$ cat src/rtl/adc_sample_filter_if.sv
// DRP sample-in / filtered-result-out bundle for adc_sample_filter.
// The master drives the DRP strobe and data; the slave is the filter itself.
interface adc_sample_filter_if;
  logic        drdy_in;
  logic [15:0] do_in;
  logic [11:0] sample_out;
  logic        sample_valid;
  logic        window_full;
  logic        voltage_low;

  modport master (
    output drdy_in, do_in,
    input  sample_out, sample_valid, window_full, voltage_low
  );

  modport slave (
    input  drdy_in, do_in,
    output sample_out, sample_valid, window_full, voltage_low
  );
endinterface

$ cat src/rtl/adc_sample_filter.sv
// Boxcar average of XADC DRP codes feeding a hysteresis low-voltage flag.
// Optional debounce of the flag is enabled by defining ADC_FILT_DEBOUNCE_EN.
module adc_sample_filter #(
  parameter int unsigned AVG_LOG2 = 3,
  parameter logic [11:0] LOW_TH   = 12'hE1A,
  parameter logic [11:0] HIGH_TH  = 12'hE3C,
  parameter int unsigned DEBOUNCE = 4
) (
  input  logic                clk,
  input  logic                reset_in,
  adc_sample_filter_if.slave  bus
);

  localparam int unsigned DEPTH = 1 << AVG_LOG2;
  localparam int unsigned PW    = (AVG_LOG2 == 0) ? 1 : AVG_LOG2;
  localparam int unsigned FW    = AVG_LOG2 + 1;
  localparam int unsigned SW    = 12 + AVG_LOG2;

  typedef enum logic {FILL, RUN} state_t;

  state_t          state;
  logic [11:0]     win_buf [DEPTH];
  logic [PW-1:0]   ptr;
  logic [FW-1:0]   fill_cnt;
  logic [SW-1:0]   sum;
  logic            sum_valid;
  logic [11:0]     raw;
  logic            ptr_last;
  logic            fill_last;
  logic            cand_low;
  logic            cand_high;
  logic            opposing;
  logic            unused_lsb;

  assign raw        = bus.do_in[15:4];
  assign unused_lsb = ^bus.do_in[3:0];
  assign ptr_last   = (ptr == PW'(DEPTH - 1));
  assign fill_last  = (fill_cnt == FW'(DEPTH - 1));

  always_comb begin
    cand_low  = (bus.sample_out < LOW_TH);
    cand_high = (bus.sample_out > HIGH_TH);
    opposing  = bus.voltage_low ? cand_high : cand_low;
  end

  // Window storage is deliberately left out of reset; FILL overwrites it
  // before any subtraction ever reads it.
  always_ff @(posedge clk) begin
    if (!reset_in && bus.drdy_in) win_buf[ptr] <= raw;
  end

`ifdef ADC_FILT_DEBOUNCE_EN
  logic [3:0] db_cnt;
`else
  localparam int unsigned unused_debounce = DEBOUNCE;
`endif

  always_ff @(posedge clk) begin
    if (reset_in) begin
      state            <= FILL;
      ptr              <= '0;
      fill_cnt         <= '0;
      sum              <= '0;
      sum_valid        <= 1'b0;
      bus.window_full  <= 1'b0;
      bus.sample_out   <= '0;
      bus.sample_valid <= 1'b0;
      bus.voltage_low  <= 1'b0;
`ifdef ADC_FILT_DEBOUNCE_EN
      db_cnt           <= '0;
`endif
    end else begin
      sum_valid <= 1'b0;
      if (bus.drdy_in) begin
        ptr <= ptr_last ? '0 : ptr + 1'b1;
        case (state)
          FILL: begin
            sum      <= sum + SW'(raw);
            fill_cnt <= fill_cnt + 1'b1;
            if (fill_last) begin
              state           <= RUN;
              bus.window_full <= 1'b1;
              sum_valid       <= 1'b1;
            end
          end
          RUN: begin
            sum       <= sum + SW'(raw) - SW'(win_buf[ptr]);
            sum_valid <= 1'b1;
          end
          default: state <= FILL;
        endcase
      end

      bus.sample_valid <= sum_valid;
      if (sum_valid) bus.sample_out <= 12'(sum >> AVG_LOG2);

      if (bus.sample_valid) begin
`ifdef ADC_FILT_DEBOUNCE_EN
        if (opposing) begin
          if (db_cnt + 4'd1 == 4'(DEBOUNCE)) begin
            bus.voltage_low <= ~bus.voltage_low;
            db_cnt          <= '0;
          end else begin
            db_cnt <= db_cnt + 4'd1;
          end
        end else begin
          db_cnt <= '0;
        end
`else
        if (opposing) bus.voltage_low <= ~bus.voltage_low;
`endif
      end
    end
  end

endmodule

$ cat src/flat_wrapper.sv
// flat-port wrapper written by rule: the top's interface ports become plain ports
module adc_sample_filter_flat 
#(
  parameter int unsigned AVG_LOG2 = 3,
  parameter logic [11:0] LOW_TH   = 12'hE1A,
  parameter logic [11:0] HIGH_TH  = 12'hE3C,
  parameter int unsigned DEBOUNCE = 4
)
  (clk, reset_in, bus_drdy_in, bus_do_in, bus_sample_out, bus_sample_valid, bus_window_full, bus_voltage_low);
  adc_sample_filter_if bus_i ();
  input  logic clk;
  input  logic reset_in;
  input wire logic [$bits(bus_i.drdy_in)-1:0] bus_drdy_in;
  input wire logic [$bits(bus_i.do_in)-1:0] bus_do_in;
  output wire logic [$bits(bus_i.sample_out)-1:0] bus_sample_out;
  output wire logic [$bits(bus_i.sample_valid)-1:0] bus_sample_valid;
  output wire logic [$bits(bus_i.window_full)-1:0] bus_window_full;
  output wire logic [$bits(bus_i.voltage_low)-1:0] bus_voltage_low;
  assign bus_i.drdy_in = bus_drdy_in;
  assign bus_i.do_in = bus_do_in;
  assign bus_sample_out = bus_i.sample_out;
  assign bus_sample_valid = bus_i.sample_valid;
  assign bus_window_full = bus_i.window_full;
  assign bus_voltage_low = bus_i.voltage_low;
  adc_sample_filter #(.AVG_LOG2(AVG_LOG2), .LOW_TH(LOW_TH), .HIGH_TH(HIGH_TH), .DEBOUNCE(DEBOUNCE)) u_core (.clk(clk), .reset_in(reset_in), .bus(bus_i));
endmodule
$ cat config.mk
export PLATFORM = sky130hd
export DESIGN_NAME = adc_sample_filter_flat
export DESIGN_NICKNAME = d
export VERILOG_FILES = /design/src/rtl/adc_sample_filter_if.sv /design/src/rtl/adc_sample_filter.sv /design/src/flat_wrapper.sv
export SDC_FILE = /design/constraint.sdc
export NUM_CORES = 1
export LEC_CHECK = 0
export ABC_AREA = 1
export BUFFER_PORTS_ARGS = -buffer_cell sky130_fd_sc_hd__buf_4
export CORE_UTILIZATION = 60
export DETAILED_ROUTE_END_ITERATION = 8
export GPL_ROUTABILITY_DRIVEN = 0
export PLACE_DENSITY = 0.84
export SETUP_SLACK_MARGIN = 0.05
export SYNTH_ARGS = -nofsm -noshare
export SYNTH_HDL_FRONTEND = slang
export SYNTH_SLANG_ARGS = --single-unit
$ cat constraint.sdc
create_clock -name clk -period 3.45 [get_ports clk]
set_input_delay 0.5175 -clock clk [delete_from_list [all_inputs] [get_ports clk]]
set_output_delay 0.5175 -clock clk [all_outputs]
set_load 0.1 [all_outputs]
# [Word-level counts from Yosys, hierarchy flattened]
# Memories as Yosys holds them, arrays and structs flattened. A register that Yosys moved wholly into a read port is not among the register bits.
# Index checks and enable logic that the tools add are counted.
[classes] addsub=4 order_cmp=2 eq_ne=2 muxes=10 n_bitwise=3 reduce_logical=6
[ops] operator="15-bit case mux with 2 select lines" n=1
[ops] operator="15-bit by 12-bit adder with 15-bit output" n=1
[ops] operator="15-bit by 12-bit subtractor with 15-bit output" n=1
[ops] operator="12-bit > comparator (second input constant)" n=1
[ops] operator="12-bit less-than comparator (second input constant)" n=1
[ops] operator="3-bit 2-to-1 mux" n=3
[ops] operator="1-bit 2-to-1 mux" n=5
[ops] operator="4-bit by 1-bit adder with 4-bit output (second input constant)" n=1
[ops] operator="4-bit by 3-bit == test with 1-bit output (second input constant)" n=1
[ops] operator="2-bit AND reduction" n=2
[ops] operator="3-bit by 1-bit adder with 3-bit output (second input constant)" n=1
[ops] operator="3-bit == test (second input constant)" n=1
[ops] operator="1-bit inverter" n=3
[ops] operator="3-bit AND reduction" n=1
[ops] operator="1-bit case mux with 2 select lines" n=1
[ops] operator="2-bit OR reduction" n=1
[ops] operator="1-bit logical AND" n=1
[ops] operator="1-bit zero test" n=1
[word_totals] regBits=39 ram_bits=96 input_bits=19 output_inout_bits=15 word_cells=37 mem_count=1
[memory_table] name="u_core.win_buf" words=8 width=12 rd=1 rd_clocked_by_memory_dff=1 wr=1 line="adc_sample_filter.sv:22" text="logic [11:0] win_buf [DEPTH];"

# [Longest topological paths before layout]
# Gate-level depths: netlist of run 1.
[logic_depth] ltp_word=4 mapped_depth=25

# [Worst setup path before layout of run 1]
# Ideal clock, no wire load.
[synth_path] kind="input to register" startpoint="in bus_do_in[4]" endpoint="reg u_core.sum[13]" setup_ns=0.109 t_arrival_ns=2.686 setup_slack_ns=0.654 stages=21 path_buffers=0 path_cell_list="ha_1 inv_1 fa_1 nand3b_1 nand2_1 xor2_1 ha_1 nand2_1 inv_1 nand2_1 nand3_1 nand3_1 nand2_2 nand3_2 nand2_2 nand2_1 nand2_1 nand2_1 nand3_1 nand2_1 inv_1"
[synth_between] elab_chain_len=3
[synth_rtl] element="from (decl)" line="flat_wrapper.sv:14" text="input wire logic [$bits(bus_i.do_in)-1:0] bus_do_in;"
[synth_rtl] element="15-bit by 12-bit adder with 15-bit output *" line="adc_sample_filter.sv:78, adc_sample_filter.sv:87"
[synth_rtl] element="15-bit by 12-bit subtractor with 15-bit output" line="adc_sample_filter.sv:87" text="sum <= sum + SW'(raw) - SW'(win_buf[ptr]);"
[synth_rtl] element="15-bit case mux with 2 select lines *" line="adc_sample_filter.sv:76" text="case (state)"
[synth_rtl] element="to (signal assigned)" line="adc_sample_filter.sv:78" text="sum <= sum + SW'(raw);"
[synth_rtl] element="to (signal assigned)" line="adc_sample_filter.sv:87"
[synth_rtl] element="to (decl)" line="adc_sample_filter.sv:25" text="logic [SW-1:0] sum;"
# Mark *: on every way between the ends. The rest lies on a longest branch, timed or not.
# A chain may end at the register's enable or synchronous reset.

# [Worst setup path in the final report of run 1]
[layout_path] startpoint="reg u_core.sum[2]" endpoint="reg u_core.sum[14]"
[layout_between] elab_chain_len=3
[layout_rtl] element="15-bit by 12-bit adder with 15-bit output *" line="adc_sample_filter.sv:78, adc_sample_filter.sv:87"
[layout_rtl] element="15-bit by 12-bit subtractor with 15-bit output" line="adc_sample_filter.sv:87"
[layout_rtl] element="15-bit case mux with 2 select lines *" line="adc_sample_filter.sv:76"
# Marks and branches as above.

==> results of run 1 <==
==> registers in the layout (all words and copies together) (netlist names), named ones only <==
signal / cells
u_core.bus.sample_valid: 1
u_core.win_buf: 96
u_core.ptr: 3
u_core.sum: 15
u_core.bus.window_full: 1
u_core.bus.sample_out: 12
u_core.state: 1
u_core.fill_cnt: 4
u_core.bus.voltage_low: 1
u_core.sum_valid: 1
==> worst max-delay path, cell delays in order, from the launching register on <==
cell and delay, ns:
dfxtp_1 0.33, ha_1 0.35, nand2_1 0.09, nand2_1 0.09
nand2_1 0.13, nand3_2 0.14, nand4_1 0.12, nand3_1 0.13
xnor2_1 0.25, inv_1 0.08, ha_1 0.36, a21oi_1 0.22
inv_1 0.09, nor2_1 0.13, nand2_2 0.09, nand3_2 0.10
nand3_2 0.08, nand2_1 0.06, nor2_1 0.04, nor2_1 0.09
nor2_1 0.05
==> power breakdown <==
group | total (W) | internal (W) | switching (W) | leakage, nW
sequential | 0.00185 | 0.00181 | 0.0000358 | 1.21
combinational | 0.000897 | 0.000307 | 0.000590 | 1.82
clock | 0.00189 | 0.00116 | 0.000737 | 0.291
total | 0.00464 | 0.00328 | 0.00136 | 3.33
==> worst max path at each step <==
stage / from / to / cells after the start
finish: u_core.sum[2] / u_core.sum[14] / 20
global route: register / u_core.sum[14] / 22
CTS: register / u_core.sum[14] / 21
detailed placement: bus_do_in[8] / u_core.sum[14] / 19
global placement: bus_do_in[4] / u_core.sum[13] / 22
floorplan: bus_do_in[4] / u_core.sum[13] / 21
==> metal layers <==
layer	global-route usage (%)	part of all wire, %	vias up	routed length [um]
met4	15.1	2.5	0	402
met3	6.33	7.6	36	1220
li1	-	-	2625	-
met2	48.1	50	251	7940
met5	0	0	-	0
met1	36.8	40	2631	6460
==> placed cells by master, fill, tap and decap left out, types with 4 or more instances in the layout <==
cell type and n:
a21oi_1 39, a31oi_1 6, buf_4 44, clkbuf_16 17, dfxtp_1 41, edfxtp_1 96, ha_1 25, inv_1 89
inv_2 4, inv_6 6, nand2_1 150, nand2_2 9, nand3_1 40, nand3_2 5, nand3b_1 4, nand4_1 5
nor2_1 88, nor3_1 5, o21ai_0 65, o21ai_1 5, o221ai_1 9, o22ai_1 11, xnor2_1 5, xor2_1 5
==> metrics by stage <==
stage                     instance area (sq um)  util (%)  setup WS (ns)
after floorplan                            6810         -          0.654
after global placement                     7180      65.7          0.264
after detailed placement                   7180      65.7          0.128
after CTS                                  7790      71.3          0.212
after global routing                       7800      71.3         0.0792
final                                      7800      71.3          0.320
==> layout make-up <==
| class | count | area (sq um) | share of cell area (%) |
|---|---|---|---|
| Clock inverter | 14 | 185 | 2.37 |
| Inverter | 96 | 365 | 4.68 |
| Tap cell | 140 | 175 | 2.25 |
| Sequential cell | 138 | 3720 | 47.8 |
| Clock buffer | 18 | 429 | 5.50 |
| Multi-Input combinational cell | 495 | 2590 | 33.2 |
| Timing Repair Buffer | 44 | 330 | 4.24 |
==> kinds of logic (layout without fill, tap and decap cells) <==
group	count (synthesis)	in the layout	share of synthesized area, %
and+or+nand+nor	313	313	19.6
DFF	138	138	54.7
AOI/OAI and AO/OA	145	145	11.9
xor gates and xnor gates	10	10	1.29
buffers and inverters	121	172	7.26
adders and majority gates	27	27	5.18
==> results.cfg, run 1 <==
[finish]
final_cells = 945
diodes = 0
filler_cell_count = 761
area.growth.synth_to_final_pct = 14.6
drive_above_1_share_pct = 13.0
nets = 838

[yosys]
synth_flop_cell = edfxtp_1
syn_nets = 800
postSynthCellCount = 754
synth_area_leader_cell = edfxtp_1
ys_ff_latch = 138
async_flop_share_pct = 0
synth_top_area_share_pct = 42.4
netlist_top_cells_area = edfxtp_1 (42%), dfxtp_1 (12%), nand2_1 (8.3%)
synth_seq_area_share_pct = 54.7
netlist_area_sq_mm = 0.00681
post-synth-top-count-cell = nand2_1
yosys-top-cells-count = nand2_1 (150), edfxtp_1 (96), inv_1 (89), nor2_1 (88), o21ai_0 (65)
synth_cell_types = 39
synth-edff-count = 96
syn_avg_cell_area_sq_um = 9.03
yosys_warnings = 0

[sta]
fmax_ghz = 0.319
period_needed_ns = 3.13
fin_hold_ws_ns = 0.347
relSlewSlack_pct = 54.7
setup_tns_ns = 0
skew_ns = 0.00890
finalSetupViolCount = 0
report.final.slew_viol_count = 0
hold_violations = 0
worst_slew_pin_slew_ns = 0.679
post-route-period-util_pct = 90.7
rsz0062_at_grt = false

[flow_run]
drv_cap = 0

[clocking]
post_cts_resized = 0
cts_tree = built
clk_latency_ns = 0.42
cts_root_buf = clkbuf_16
numCtsBuffers = 17
path_clk_slew_ns = 0.06
hold_buffers = 0
clock_sinks = 138
h-tree-depth = 4
cts_setup_buffers = 0
clk_path_buf_depth = 2

[detailed_routing]
wl_per_cell_um = 17.0
final_antenna_net_count = 0
drc = 0
drtPass1Iterations = 5
drt-initial-drc-count = 610
routed_wl_um = 16000
vias_per_cell = 5.87
vias = 5543

[placement]
hpwl_um = 10300
portBuffers = 29
dp.cells = 913

[min_path]
holdPathEnd = u_core.win_buf[6][10]
min-delay-start = bus_do_in[14]
hold_depth = 1
hold_path.class = in -> reg

[floorplanning]
start_util_pct = 62.2
coreArea_sq_mm = 0.0109
die_w_um = 109
die_h_um = 109
num_rows = 38
dieArea_sq_mm = 0.0118
num_io_pins = 34

[global_route]
grt_pass1_wl_um = 25700
grt-ovfl-total = 0
grt_start_max_net_pins = 34
groute.usage.overall_pct = 29.4
grt_pass1_vias = 5315
antenna_found_initial = 0

[critical_path]
crit_path_end_kind = register
ff2ff_path_depth = 20
arrival_ns = 3.45
path_class = reg -> reg
cp.required_ns = 3.77
r2r-start = u_core.sum[2]
worst_setup_path_start_kind = register
regToRegSetupSlack_ns = 0.32
r2r-end = u_core.sum[14]
worstPathMaxFanout = 5

[pwr]
finalPower_w = 0.00464
leakagePower_nw = 3.33
peakVddDrop_mv = 0.404
p_per_area_mw_per_mm2 = 595

[outcome]
status = finished, final reports clean
No activity file was read; power rests on OpenSTA's default activity.
==> run 2: changes to the inputs <==
--- a/config.mk
+++ b/config.mk
@@ -5,7 +5,6 @@
 export SDC_FILE = /design/constraint.sdc
 export NUM_CORES = 1
 export LEC_CHECK = 0
-export ABC_AREA = 1
 export BUFFER_PORTS_ARGS = -buffer_cell sky130_fd_sc_hd__buf_4
 export CORE_UTILIZATION = 60
 export DETAILED_ROUTE_END_ITERATION = 8
==> results.cfg, run 2 <==
[detailed_routing]
drt-initial-drc-count = 399
vias = 4827
routed_wl_um = 16700
drtPass1Iterations = 5
final_antenna_net_count = 0
wl_per_cell_um = 22.3
vias_per_cell = 6.45
drc = 0

[finish]
nets = 645
drive_above_1_share_pct = 36.1
area.growth.synth_to_final_pct = 28.2
layout_commonest_cell = buf_4
design_area_sq_mm = 0.00835
final_cell_mix = buf_4 (112), edfxtp_1 (96), nor2_1 (59), dfxtp_1 (38), mux2i_1 (34)
largest_register_ffs = 96
diodes = 0
final_core_util_pct = 80.1
regMostFlops = u_core.win_buf
reg_top3 = u_core.win_buf (96), u_core.sum (15), u_core.bus.sample_out (12)

[clocking]
clk_latency_ns = 0.54
clk_path_buf_depth = 2
numCtsBuffers = 17
clock_sinks = 138
cts_root_buf = clkbuf_8
h-tree-depth = 4
path_clk_slew_ns = 0.06
cts_tree = built

[critical_path]
cpMostUsedCell = buf_6
worst-path-buf-inv = 4
crit_chain = buf_6 > buf_8 > buf_4 > buf_6 > mux4_2 > mux2i_2 > ha_1 > o21ai_1 > o21bai_4 > a21oi_4 > o31ai_4 > and3_4 > a2111oi_4 > nand2b_2 > mux2i_1 > mux2_1
cp_top_family = multiplexers
regToRegSetupSlack_ns = -0.38
worstPathMaxFanout = 6
ff2ff_path_depth = 16
crit_slowest_cell = mux4_2
cp.required_ns = 3.88
crit_path_end_kind = register
worst_setup_path_start_kind = register
cpPeakStageDelay_ns = 0.51
r2r-end = u_core.sum[14]
arrival_ns = 4.26
path_class = reg -> reg

[pwr]
p_seq_share_pct = 37.3
pwr-share-comb_pct = 24.8
power.share.clock_pct = 37.9
p_sw_w = 0.00135
p_per_area_mw_per_mm2 = 593
internal-power_w = 0.00360
leakagePower_nw = 3.14
swShare_pct = 27.3
peakVddDrop_mv = 0.517

[floorplanning]
dieArea_sq_mm = 0.0113
start_util_pct = 62.5
die_w_um = 106
die_h_um = 106
num_rows = 37
coreArea_sq_mm = 0.0104
num_io_pins = 34

[global_route]
grt_start_max_net_pins = 48
grt-ovfl-total = 0
groute.usage.overall_pct = 30.2
grt_pass1_vias = 4732
antenna_found_initial = 0
grt_pass1_wl_um = 24500

[outcome]
violations = setup timing
status = complete, but fails checks

[flow_run]
drv_cap = 0

[min_path]
holdPathEnd = u_core.win_buf[4][2]
hold_depth = 1
hold_path.class = in -> reg
min-delay-start = bus_do_in[6]

[yosys]
synth_flop_cell = edfxtp_1
syn_nets = 530
synth-edff-count = 96
syn_avg_cell_area_sq_um = 13.5
synth_seq_area_share_pct = 57.2
post-synth-top-count-cell = edfxtp_1
synth_cell_types = 62
netlist_top_cells_area = edfxtp_1 (44%), dfxtp_1 (13%), mux4_2 (8.3%)
netlist_area_sq_mm = 0.00651
synth_area_leader_cell = edfxtp_1
postSynthCellCount = 484
ys_ff_latch = 138
yosys-top-cells-count = edfxtp_1 (96), nor2_1 (61), dfxtp_1 (42), mux2i_1 (37), ha_1 (25)
synth_top_area_share_pct = 44.3
async_flop_share_pct = 0
yosys_warnings = 0

[placement]
pre_cts_ws_ns = -0.451
place_area_sq_mm = 0.00741
hpwl_um = 9710
portBuffers = 29

[sta]
finalSetupViolCount = 6
fmax_ghz = 0.261
worst_slew_pin_slew_ns = 0.763
period_needed_ns = 3.83
fin_ws_ns = -0.382
post-route-period-util_pct = 111
rsz0062_at_grt = true
relSlewSlack_pct = 47.7
report.final.slew_viol_count = 0
hold_violations = 0
skew_ns = 0.00862
[run 2: cell count changes after synthesis, sizes merged, moves of 11 or more]
cell / before / now
nand3: 45 / 3
o22ai: 11 / 0
o21ai: 73 / 11
nand2: 160 / 14
a21oi: 40 / 21
mux4: 0 / 24
mux2i: 0 / 37
nor2: 91 / 61
inv: 95 / 9
[run 2: worst max path at each step]
stage / to / depth (start not counted) / slack (ns)
after floorplan: u_core.sum[14] / 15 / -0.12
after global placement: u_core.sum[12] / 17 / -0.40
after detailed placement: u_core.sum[14] / 18 / -0.45
after CTS: u_core.sum[12] / 15 / -0.16
after global routing: u_core.sum[14] / 16 / -0.50
final: u_core.sum[14] / 16 / -0.38
[run 2: cell type report]
type / instances / area (sq um)
inverters: 9 / 33.8
multi-input cells: 316 / 2900
repair buffers: 117 / 901
fillers: 533 / 2070
well taps: 136 / 170
flip-flops and latches: 138 / 3730
clock inverters: 14 / 193
clock buffers: 18 / 418
[run 2: per-layer routing]
| metal | vias to the layer above | GRT usage, % | share of wire [%] |
|---|---|---|---|
| met1 | 2345 | 35.8 | 36 |
| li1 | 2091 | - | - |
| met5 | - | 0 | 0 |
| met2 | 300 | 50.0 | 49 |
| met4 | 0 | 16.6 | 5.3 |
| met3 | 91 | 8.22 | 9.2 |
[run 2: per-stage QoR]
stage	TNS (ns)	power, W	instances	hold slack, ns
global placement	-1.77	0.00277	695	0.451
detailed placement	-2.36	0.00282	695	0.469
CTS	-0.449	0.00480	736	0.203
finish	-1.57	0.00495	748	0.222
global route	-2.31	0.00512	748	0.203
floorplan	-0.127	0.00250	484	0.478
[run 2: logic make-up after synthesis]
logic type | after synthesis | share of synthesized area [%]
simple gates | 119 | 8.57
flops | 138 | 57.2
mux | 64 | 14.5
fa+ha+maj | 28 | 5.57
compound gates | 83 | 9.39
xor+xnor | 22 | 2.96
buf+inv | 30 | 1.83
[run 2: what timing repair did]
item                       in CTS  in global routing
setup endpoints to repair       9                  9
hold buffers                    0                  0
setup buffers                   9                 12
gates resized for setup        27                 14
pin swaps                       8                 28
[run 2: power by group through the flow]
stage	Sequential, W	Clock, W	Combinational (W)
2_1_floorplan	0.00186	0	0.000637
3_3_place_gp	0.00187	0	0.000894
3_5_place_dp	0.00188	0	0.000944
4_1_cts	0.00184	0.00189	0.00107
5_1_grt	0.00185	0.00196	0.00130
6_report	0.00185	0.00188	0.00123
==> run 3: changes to the inputs <==
--- a/config.mk
+++ b/config.mk
@@ -6,10 +6,10 @@
 export NUM_CORES = 1
 export LEC_CHECK = 0
 export BUFFER_PORTS_ARGS = -buffer_cell sky130_fd_sc_hd__buf_4
-export CORE_UTILIZATION = 60
+export CORE_UTILIZATION = 40
 export DETAILED_ROUTE_END_ITERATION = 8
 export GPL_ROUTABILITY_DRIVEN = 0
-export PLACE_DENSITY = 0.84
+export PLACE_DENSITY = 0.62
 export SETUP_SLACK_MARGIN = 0.05
 export SYNTH_ARGS = -nofsm -noshare
 export SYNTH_HDL_FRONTEND = slang
==> results.cfg, run 3 (synthesis gave the netlist of run 2 again) <==
[outcome]
status = complete, but fails checks
violations = setup timing

[clocking]
clock_sinks = 138
cts_tree = built
numCtsBuffers = 17
clk_latency_ns = 0.42
hold_buffers = 0
clk_path_buf_depth = 2
cts_root_buf = clkbuf_16
h-tree-depth = 4
path_clk_slew_ns = 0.06

[placement]
hpwl_um = 10100
portBuffers = 29

[global_route]
grt_pass1_wl_um = 23800
grt_start_max_net_pins = 43
grt_pass1_vias = 4527
grt-ovfl-total = 0
groute.usage.overall_pct = 19.5
antenna_found_initial = 0

[sta]
report.final.slew_viol_count = 0
finalSetupViolCount = 3
hold_violations = 0
fmax_ghz = 0.284
fin_ws_ns = -0.0759
skew_ns = 0.00858
worst_slew_pin_slew_ns = 0.716
relSlewSlack_pct = 52.2
rsz0062_at_grt = true
period_needed_ns = 3.53
post-route-period-util_pct = 102

[detailed_routing]
final_antenna_net_count = 0
drtPass1Iterations = 4
routed_wl_um = 14900
drc = 0
vias = 4352
wl_met1_um = 6690
dr_wl_met3_um = 639
vias_per_cell = 5.24
drt-initial-drc-count = 185
wl_per_cell_um = 17.9
routed.top_layer = met4
routed-wl-met2_um = 7280

[min_path]
hold_depth = 1
min-delay-start = bus_do_in[9]
hold_path.class = in -> reg

[critical_path]
cp.required_ns = 3.76
cp_top_family = multiplexers
cp.depth = 14
path_class = reg -> reg
crit_chain = mux4_2 > mux2_4 > ha_4 > fa_2 > nor2b_4 > nor3_4 > o21bai_4 > nor2_2 > o31ai_4 > and3_4 > a2111oi_4 > nand2b_2 > mux2i_1 > mux2_1
crit_slowest_cell = mux4_2
worst_setup_path_start_kind = register
crit_path_end_kind = register
arrival_ns = 3.84
worst-path-buf-inv = 0
ff2ff_path_depth = 14
cpPeakStageDelay_ns = 0.50
worstPathMaxFanout = 4

[finish]
area.growth.synth_to_final_pct = 31.6
filler_cell_count = 1332
layout_commonest_cell = buf_4
reg_top3 = u_core.win_buf (96), u_core.sum (15), u_core.bus.sample_out (12)
nets = 648
diodes = 0
final_core_util_pct = 54.0
regMostFlops = u_core.win_buf
largest_register_ffs = 96
drive_above_1_share_pct = 37.6
final_cell_mix = buf_4 (115), edfxtp_1 (96), nor2_1 (59), dfxtp_1 (38), mux2i_1 (35)

[floorplanning]
num_io_pins = 34
num_rows = 46
die_w_um = 130
start_util_pct = 41.0
die_h_um = 130
coreArea_sq_mm = 0.0159
dieArea_sq_mm = 0.0168

[pwr]
peakVddDrop_mv = 0.375
leakagePower_nw = 3.20
finalPower_w = 0.00505
p_per_area_mw_per_mm2 = 589

[flow_run]
drv_cap = 0
-- run 3: worst paths after layout --
kind / to / slack [ns]
max: u_core.sum[14] / -0.08
min reg2reg: u_core.bus.window_full / 0.51
min: u_core.win_buf[7][5] / 0.35
max reg2reg: u_core.sum[14] / -0.08
-- run 3: worst register-to-register path, stage by stage, from the launching register on --
cell	delay, ns
dfxtp_4	0.38
mux4_2	0.50
mux2_4	0.30
ha_4	0.17
fa_2	0.39
nor2b_4	0.18
nor3_4	0.07
o21bai_4	0.19
nor2_2	0.08
o31ai_4	0.28
and3_4	0.23
a2111oi_4	0.04
nand2b_2	0.08
mux2i_1	0.20
mux2_1	0.33
-- run 3: layout make-up --
| type | count | area (sq um) | area share [%] |
|---|---|---|---|
| Sequential cell | 138 | 3730 | 43.5 |
| Multi-Input combinational cell | 316 | 2950 | 34.4 |
| Timing Repair Buffer | 120 | 932 | 10.9 |
| Clock buffer | 18 | 439 | 5.12 |
| Tap cell | 216 | 270 | 3.15 |
| Clock inverter | 14 | 218 | 2.54 |
| Inverter | 9 | 33.8 | 0.394 |
-- run 3: per-layer routing --
metal	track usage (%)	vias to the layer above
met5	0	-
met4	8.14	0
met3	4.13	22
met2	32.8	78
met1	24.3	2168
li1	-	2084
-- run 3: metrics by stage --
step,hold WS [ns],area (sq um),cells,setup TNS [ns],setup slack [ns]
floorplan,0.478,6610,484,-0.127,-0.117
global placement,0.463,7570,783,-2.06,-0.455
detailed placement,0.478,7570,783,-2.67,-0.532
CTS,0.336,8490,832,-0.423,-0.162
global route,0.335,8570,831,-1.22,-0.285
finish,0.349,8570,831,-0.206,-0.0759
-- run 3: where the power goes --
group,leakage [nW],internal (W),switching [W]
combinational,1.67,0.000631,0.000560
sequential,1.21,0.00181,0.0000325
clock,0.313,0.00130,0.000715
total,3.20,0.00375,0.00131
-- run 3: what timing repair did --
action                                  in CTS  in global routing
pin swaps                                   25                 15
endpoints found under the setup margin       9                 10
gates cloned                                 0                  0
gates resized for setup                     31                 17
buffers inserted                            17                  2
